File: config.mk
export PLATFORM = sky130hd
export DESIGN_NAME = button_debounce_repeat_flat
export DESIGN_NICKNAME = d
export VERILOG_FILES = /design/src/rtl/button_pkg.sv /design/src/rtl/button_debounce_repeat_if.sv /design/src/rtl/button_channel.sv /design/src/rtl/button_debounce_repeat.sv /design/src/flat_wrapper.sv
export SDC_FILE = /design/constraint.sdc
export NUM_CORES = 1
export LEC_CHECK = 0
export CAP_MARGIN = 20
export CORE_AREA = 2 2 194 196
export CTS_BUF_LIST = sky130_fd_sc_hd__clkbuf_8
export CTS_CLUSTER_DIAMETER = 120
export DETAILED_ROUTE_END_ITERATION = 12
export DIE_AREA = 0 0 196 198
export DONT_BUFFER_PORTS = 1
export PLACE_DENSITY = 0.62
export SLEW_MARGIN = 0
export SYNTH_ARGS = -nofsm -noshare
export SYNTH_HDL_FRONTEND = slang
export SYNTH_SLANG_ARGS = --single-unit
File: constraint.sdc
create_clock -name clk -period 3.7 [get_ports clk]
set_clock_uncertainty 0.1 [all_clocks]
set_input_delay 0.185 -clock clk [delete_from_list [all_inputs] [get_ports clk]]
set_output_delay 0.185 -clock clk [all_outputs]
set_load 0.02 [all_outputs]
File: src/rtl/button_pkg.sv
// Shared types, default timing and helpers for the button debounce/auto-repeat block.
package button_pkg;

  typedef enum logic [2:0] {
    IDLE     = 3'd0,
    CONFIRM  = 3'd1,
    HELD     = 3'd2,
    BLIP     = 3'd3,
    REL_CONF = 3'd4
  } btn_state_t;

  localparam int unsigned DEF_WIDTH           = 8;
  localparam int unsigned DEF_DEBOUNCE_CYCLES = 500000;    // 10 ms @ 50 MHz
  localparam int unsigned DEF_HOLD_CYCLES     = 25000000;  // 0.5 s before first repeat
  localparam int unsigned DEF_REPEAT_CYCLES   = 10000000;  // 0.2 s between repeats
  localparam int unsigned DEF_PULSE_CYCLES    = 2;

  // Counter must hold the largest terminal value without wrapping.
  function automatic int unsigned cnt_width(input int unsigned deb,
                                            input int unsigned hold,
                                            input int unsigned rep,
                                            input int unsigned pulse);
    int unsigned m;
    m = deb;
    if (hold  > m) m = hold;
    if (rep   > m) m = rep;
    if (pulse > m) m = pulse;
    return $clog2(m + 1);
  endfunction

endpackage

File: src/rtl/button_debounce_repeat_if.sv
// Button bundle between the raw pads and the PIO-facing conditioned outputs.
interface button_debounce_repeat_if #(
  parameter int unsigned WIDTH = 8
);

  logic [WIDTH-1:0] btn_n_in;
  logic [WIDTH-1:0] btn_n_out;
  logic [WIDTH-1:0] pressed;
  logic [WIDTH-1:0] press_pulse;

  modport master (
    output btn_n_in,
    input  btn_n_out,
    input  pressed,
    input  press_pulse
  );

  modport slave (
    input  btn_n_in,
    output btn_n_out,
    output pressed,
    output press_pulse
  );

endinterface

File: src/rtl/button_channel.sv
// One button: 2-flop synchronizer, debounce FSM with hold-to-repeat, registered outputs.
module button_channel
  import button_pkg::*;
#(
  parameter int unsigned DEBOUNCE_CYCLES = DEF_DEBOUNCE_CYCLES,
  parameter int unsigned HOLD_CYCLES     = DEF_HOLD_CYCLES,
  parameter int unsigned REPEAT_CYCLES   = DEF_REPEAT_CYCLES,
  parameter int unsigned PULSE_CYCLES    = DEF_PULSE_CYCLES,
  parameter bit          REPEAT_EN       = 1'b1
) (
  input  logic clk,
  input  logic reset_n,
  input  logic i_btn_n,
  output logic o_btn_n,
  output logic o_pressed,
  output logic o_press_pulse
);

  localparam int unsigned CNT_W = cnt_width(DEBOUNCE_CYCLES, HOLD_CYCLES,
                                            REPEAT_CYCLES, PULSE_CYCLES);
  localparam logic [CNT_W-1:0] CNT_MAX    = {CNT_W{1'b1}};
  localparam logic [CNT_W-1:0] DEB_LAST   = CNT_W'(DEBOUNCE_CYCLES - 1);
  localparam logic [CNT_W-1:0] HOLD_LAST  = CNT_W'(HOLD_CYCLES - 1);
  localparam logic [CNT_W-1:0] REP_LAST   = CNT_W'(REPEAT_CYCLES - 1);
  localparam logic [CNT_W-1:0] PULSE_LAST = CNT_W'(PULSE_CYCLES - 1);

  logic             r_sync1;
  logic             r_sync2;
  btn_state_t       r_state;
  btn_state_t       w_state_nxt;
  logic [CNT_W-1:0] r_cnt;
  logic [CNT_W-1:0] w_cnt_nxt;
  logic [CNT_W-1:0] w_cnt_inc;
  logic [CNT_W-1:0] w_hold_last;
  logic             r_rep;
  logic             w_rep_nxt;
  logic             r_evt;
  logic             w_evt_nxt;
  logic             w_btn_n_d;
  logic             w_pressed_d;
  logic             w_pulse_d;

  // Synchronizer idles released so a held button after reset needs a fresh debounce.
  always_ff @(posedge clk or negedge reset_n) begin
    if (!reset_n) begin
      r_sync1 <= 1'b1;
      r_sync2 <= 1'b1;
    end else begin
      r_sync1 <= i_btn_n;
      r_sync2 <= r_sync1;
    end
  end

  always_ff @(posedge clk or negedge reset_n) begin
    if (!reset_n) begin
      r_state <= IDLE;
      r_cnt   <= '0;
      r_rep   <= 1'b0;
      r_evt   <= 1'b0;
    end else begin
      r_state <= w_state_nxt;
      r_cnt   <= w_cnt_nxt;
      r_rep   <= w_rep_nxt;
      r_evt   <= w_evt_nxt;
    end
  end

  assign w_cnt_inc   = (r_cnt == CNT_MAX) ? r_cnt : r_cnt + CNT_W'(1);
  assign w_hold_last = r_rep ? REP_LAST : HOLD_LAST;

  // Input changes are tested before timer expiry in every state.
  always_comb begin
    w_state_nxt = r_state;
    w_cnt_nxt   = w_cnt_inc;
    w_rep_nxt   = r_rep;
    w_evt_nxt   = 1'b0;
    unique case (r_state)
      IDLE: begin
        w_cnt_nxt = '0;
        if (!r_sync2) w_state_nxt = CONFIRM;
      end
      CONFIRM: begin
        if (r_sync2) begin
          w_state_nxt = IDLE;
          w_cnt_nxt   = '0;
        end else if (r_cnt == DEB_LAST) begin
          w_state_nxt = HELD;
          w_cnt_nxt   = '0;
          w_rep_nxt   = 1'b0;
          w_evt_nxt   = 1'b1;
        end
      end
      HELD: begin
        if (r_sync2) begin
          w_state_nxt = REL_CONF;
          w_cnt_nxt   = '0;
        end else if (REPEAT_EN && (r_cnt == w_hold_last)) begin
          w_state_nxt = BLIP;
          w_cnt_nxt   = '0;
        end
      end
      BLIP: begin
        if (r_sync2) begin
          w_state_nxt = REL_CONF;
          w_cnt_nxt   = '0;
        end else if (r_cnt == PULSE_LAST) begin
          w_state_nxt = HELD;
          w_cnt_nxt   = '0;
          w_rep_nxt   = 1'b1;
          w_evt_nxt   = 1'b1;
        end
      end
      REL_CONF: begin
        if (!r_sync2) begin
          w_state_nxt = HELD;
          w_cnt_nxt   = '0;
        end else if (r_cnt == DEB_LAST) begin
          w_state_nxt = IDLE;
          w_cnt_nxt   = '0;
        end
      end
      default: begin
        w_state_nxt = IDLE;
        w_cnt_nxt   = '0;
        w_rep_nxt   = 1'b0;
      end
    endcase
  end

  // Output levels decode the current state; press strobe follows the accepting transition.
  always_comb begin
    w_btn_n_d   = 1'b1;
    w_pressed_d = 1'b0;
    w_pulse_d   = r_evt;
    unique case (r_state)
      HELD, REL_CONF: begin
        w_btn_n_d   = 1'b0;
        w_pressed_d = 1'b1;
      end
      BLIP: begin
        w_btn_n_d   = 1'b1;
        w_pressed_d = 1'b1;
      end
      default: begin
        w_btn_n_d   = 1'b1;
        w_pressed_d = 1'b0;
      end
    endcase
  end

  always_ff @(posedge clk or negedge reset_n) begin
    if (!reset_n) begin
      o_btn_n       <= 1'b1;
      o_pressed     <= 1'b0;
      o_press_pulse <= 1'b0;
    end else begin
      o_btn_n       <= w_btn_n_d;
      o_pressed     <= w_pressed_d;
      o_press_pulse <= w_pulse_d;
    end
  end

endmodule

File: src/rtl/button_debounce_repeat.sv
// Conditions WIDTH raw active-low buttons into clean PIO-ready edges, one channel per bit.
module button_debounce_repeat
  import button_pkg::*;
#(
  parameter int unsigned      WIDTH           = DEF_WIDTH,
  parameter int unsigned      DEBOUNCE_CYCLES = DEF_DEBOUNCE_CYCLES,
  parameter int unsigned      HOLD_CYCLES     = DEF_HOLD_CYCLES,
  parameter int unsigned      REPEAT_CYCLES   = DEF_REPEAT_CYCLES,
  parameter int unsigned      PULSE_CYCLES    = DEF_PULSE_CYCLES,
  parameter logic [WIDTH-1:0] REPEAT_EN       = {WIDTH{1'b1}}
) (
  input  logic                     clk,
  input  logic                     reset_n,
  button_debounce_repeat_if.slave  bus
);

  logic [WIDTH-1:0] w_btn_n_out;
  logic [WIDTH-1:0] w_pressed;
  logic [WIDTH-1:0] w_press_pulse;

  for (genvar i = 0; i < int'(WIDTH); i++) begin : g_ch
    button_channel #(
      .DEBOUNCE_CYCLES (DEBOUNCE_CYCLES),
      .HOLD_CYCLES     (HOLD_CYCLES),
      .REPEAT_CYCLES   (REPEAT_CYCLES),
      .PULSE_CYCLES    (PULSE_CYCLES),
      .REPEAT_EN       (REPEAT_EN[i])
    ) u_ch (
      .clk           (clk),
      .reset_n       (reset_n),
      .i_btn_n       (bus.btn_n_in[i]),
      .o_btn_n       (w_btn_n_out[i]),
      .o_pressed     (w_pressed[i]),
      .o_press_pulse (w_press_pulse[i])
    );
  end

  assign bus.btn_n_out   = w_btn_n_out;
  assign bus.pressed     = w_pressed;
  assign bus.press_pulse = w_press_pulse;

endmodule

File: src/flat_wrapper.sv
// flat-port wrapper written by rule: the top's interface ports become plain ports
module button_debounce_repeat_flat import button_pkg::*;
#(
  parameter int unsigned      WIDTH           = DEF_WIDTH,
  parameter int unsigned      DEBOUNCE_CYCLES = DEF_DEBOUNCE_CYCLES,
  parameter int unsigned      HOLD_CYCLES     = DEF_HOLD_CYCLES,
  parameter int unsigned      REPEAT_CYCLES   = DEF_REPEAT_CYCLES,
  parameter int unsigned      PULSE_CYCLES    = DEF_PULSE_CYCLES,
  parameter logic [WIDTH-1:0] REPEAT_EN       = {WIDTH{1'b1}}
)
  (clk, reset_n, bus_btn_n_in, bus_btn_n_out, bus_pressed, bus_press_pulse);
  button_debounce_repeat_if #(.WIDTH(WIDTH)) bus_i ();
  input  logic clk;
  input  logic reset_n;
  input wire logic [$bits(bus_i.btn_n_in)-1:0] bus_btn_n_in;
  output wire logic [$bits(bus_i.btn_n_out)-1:0] bus_btn_n_out;
  output wire logic [$bits(bus_i.pressed)-1:0] bus_pressed;
  output wire logic [$bits(bus_i.press_pulse)-1:0] bus_press_pulse;
  assign bus_i.btn_n_in = bus_btn_n_in;
  assign bus_btn_n_out = bus_i.btn_n_out;
  assign bus_pressed = bus_i.pressed;
  assign bus_press_pulse = bus_i.press_pulse;
  button_debounce_repeat #(.WIDTH(WIDTH), .DEBOUNCE_CYCLES(DEBOUNCE_CYCLES), .HOLD_CYCLES(HOLD_CYCLES), .REPEAT_CYCLES(REPEAT_CYCLES), .PULSE_CYCLES(PULSE_CYCLES), .REPEAT_EN(REPEAT_EN)) u_core (.clk(clk), .reset_n(reset_n), .bus(bus_i));
endmodule
==> metrics.md <==
| Metric | Value |
|---|---|
| Status | `finished, violations left` |
| Failing checks | `negative hold slack` |
| Die Width | `around 200 um` |
| MaxCap Viol Count | `0` |
| Ratio of cells with drive above 1 in the final layout | `9.63%` |
| Grt ovf | `0` |
| Final wirelength | `roughly 32,000 um` |
| Postcts setup bufs | `0` |
| Num CTS Buffers | `49` |
| CTS tree | `yes` |
| CP Capture Type | `register` |
| Vias per cell | `between 5 and 6` |
| Hold Path Class | `primary input to async pin` |
| Total number of H-tree levels | `2` |
| Fill cells | `3,536` |
| P_leak | `between 6 and 7 nW` |
| Clk_lat worst skew | `620 ps` |
| Area leader, netlist | `dfrtp_1` |
| Worst Hold Slack | `-827 ps` |
| Fin crit share | `80.4%` |
| Ys flop type | `dfrtp_1` |
| Startpoint Class | `register` |
| Drt pass-1 iters | `7` |
| Initial DRC Count | `802` |
| Inserted Diodes | `0` |
| Die H | `between 150 and 200 um` |
| IR drop worst, VDD | `0.225 mV` |
| Slew margin rel. | `37.2%` |
| Dpl hpwl | `around 21,000 um` |
| CTS root buf | `clkbuf_8` |
| FF+latch count, synth | `280` |
| Synth Instances | `1,628` |
| Die area | `38,800 um2` |
| Final setup fails | `0` |
| Critical Path AT | `3340 ps` |
| Vias in the first global route | `11,400` |
| Vias | `11,900` |
| Worst r2r src | `u_core.g_ch[3].u_ch.r_cnt[0]` |
| # DRC | `0` |
| Initial antenna violation count | `0` |
| Critical path class | `register to register` |
| WP data required | `4060 ps` |
| RePlAce Congestion | `0.896` |
| Number of port buffers | `0` |
| Pwr dens | `386 nW/um2` |
| Fin. max-slew vios | `0` |
| Pin count of the biggest net entering global routing | `about 280` |
| CTS Sinks | `280` |
| Synth Cell Area | `15,200 um2` |
| Async set-reset flop share out of synthesis | `100%` |
| CP max FO | `14` |
| Synth top area share | `42.1%` |
| Unique masters post-synth | `around 90` |
| Starting Density | `41.1%` |
| Tot Pwr | `about 0.0064 W` |
| Synth area leaders | `dfrtp_1 42%, nor2_1 6.6%, xor2_1 6.4%` |
| Worst Max-Slew Pin Slew | `930 ps` |
| Commonest cells in the netlist | `266 x nor2_1, 256 x dfrtp_1, 120 x nand2_1` |
| EDFF count, synth | `0` |
| Max clock buf depth | `3` |
| Final hold viol count | `280` |
| Unrepaired setup endpoints after global routing | `false` |
| Syn Area/Cell | `9.34 um2` |
| FMAX | `336 MHz` |
| Net Count, Synth | `roughly 1,700` |
| Most frequent cell after synthesis | `nor2_1` |
| Clock-pin slew on the worst setup and hold paths | `around 70 ps` |
| GRT Overall Usage | `between 15 and 20%` |
| Fin Setup TNS | `0 ps` |
| Footprint of the multi-input gates | `~7600 um2` |
| WL/cell | `15.2 um` |
| Layout area overhead | `9.16%` |
| Post-cts resize count | `0` |
| Storage element area | `approximately 7000 um2` |
| Core ar. | `37,000 um2` |
| Global-route wire length before repair | `55,400 um` |
| Crit. Startpoint | `u_core.g_ch[3].u_ch.r_cnt[0]` |
| Final nets | `1,636` |
| Seq/Total Area, Yosys | `46.3%` |
| Post-route ant nets | `0` |
| CTS Hold Bufs | `14` |
| # rows | `71` |
| Warnings, synthesis | `0` |
| Period minus WS final | `2970 ps` |
| I/O pin total | `34` |
-- metrics by stage --
| stage | setup WS, ps | cell area (um2) | util (%) | cells |
|---|---|---|---|---|
| floorplan | 1200 | 15200 | - | 1628 |
| global placement | 888 | 15400 | 41.6 | 2019 |
| detailed placement | 788 | 15400 | 41.6 | 2019 |
| CTS | 756 | 16600 | 44.9 | 2125 |
| global route | 347 | 16600 | 44.9 | 2125 |
| finish | 725 | 16600 | 44.9 | 2125 |
-- critical path, stage by stage, from the launching register on --
cell and delay (ps):
dfrtp_1 500, ha_1 390, nand3_1 150, nor4_1 510, nand4_1 620, nand4_1 310, xor2_1 180, nor2_1 50
-- flip-flops by register name, indices dropped and copies added (netlist names) --
register                        cells
u_core.g_ch.u_ch.r_evt              8
u_core.g_ch.u_ch.r_sync1            8
u_core.g_ch.u_ch.o_btn_n            8
u_core.g_ch.u_ch.r_sync2            8
u_core.g_ch.u_ch.o_pressed          8
u_core.g_ch.u_ch.r_cnt            200
u_core.g_ch.u_ch.o_press_pulse      8
u_core.g_ch.u_ch.r_state           24
u_core.g_ch.u_ch.r_rep              8
-- logic make-up after synthesis --
kind of cell               after synthesis  synth area share (%)
and+or+nand+nor                        871                  30.1
DFF                                    280                  46.3
xor gates and xnor gates               173                  9.97
AOI/OAI and AO/OA                      156                  7.47
buffers and inverters                  120                  4.01
adders and majority gates               16                  1.32
muxes                                   12                 0.815
-- layer usage --
| metal | global-route usage (%) | share of wire [%] | wire length (um) | vias to the layer above |
|---|---|---|---|---|
| li1 | - | - | - | 5768 |
| met1 | 23.1 | 48 | 15500 | 5763 |
| met2 | 26.5 | 45 | 14600 | 273 |
| met3 | 3.34 | 4.3 | 1400 | 65 |
| met4 | 6.29 | 2.6 | 844 | 0 |
| met5 | 0 | 0 | 0 | - |
-- worst paths after layout --
check	slack (ps)	cells past startpoint	endpoint
hold / removal	-830	0	u_core.g_ch[2].u_ch.r_cnt[14]
max in group asynchronous	3560	0	u_core.g_ch[5].u_ch.r_state[1]
hold reg to reg	250	0	u_core.g_ch[6].u_ch.o_press_pulse
setup / recovery	730	7	u_core.g_ch[3].u_ch.r_cnt[17]
setup reg to reg	730	7	u_core.g_ch[3].u_ch.r_cnt[17]
min in group clk	50	1	u_core.g_ch[3].u_ch.r_sync1
-- cell type report --
type	instances	share of cell area, %
clock buffer	64	5.31
tap	474	3.57
inverter	27	0.611
sequential	280	42.4
clock inverter	28	1.25
multi-input combinational	1228	45.6
timing repair buffer	24	1.30
-- report_power, final --
| group | switching [W] | internal (W) |
|---|---|---|
| Sequential | 0.0000465 | 0.00310 |
| Combinational | 0.000111 | 0.0000710 |
| Clock | 0.00131 | 0.00177 |
-- cells in the final DEF (no fill, tap or decap), types with 11 or more instances in the layout --
cell,instances
nand2b_1,13
nand2_1,120
nor3_1,51
clkbuf_8,64
nor2_1,266
or3_1,12
inv_1,43
and4_1,21
dfrtp_1,256
dfstp_2,24
nand3_1,89
o21ai_0,26
a211oi_1,13
a21oi_1,29
and3_1,39
nor4_1,58
ha_1,16
xnor2_1,62
and2_1,11
a31oi_1,11
nand4_1,92
nand4b_1,11
xor2_1,111
nor4b_1,13
dlygate4sd3_1,14
(Power assumes the default switching activity.)
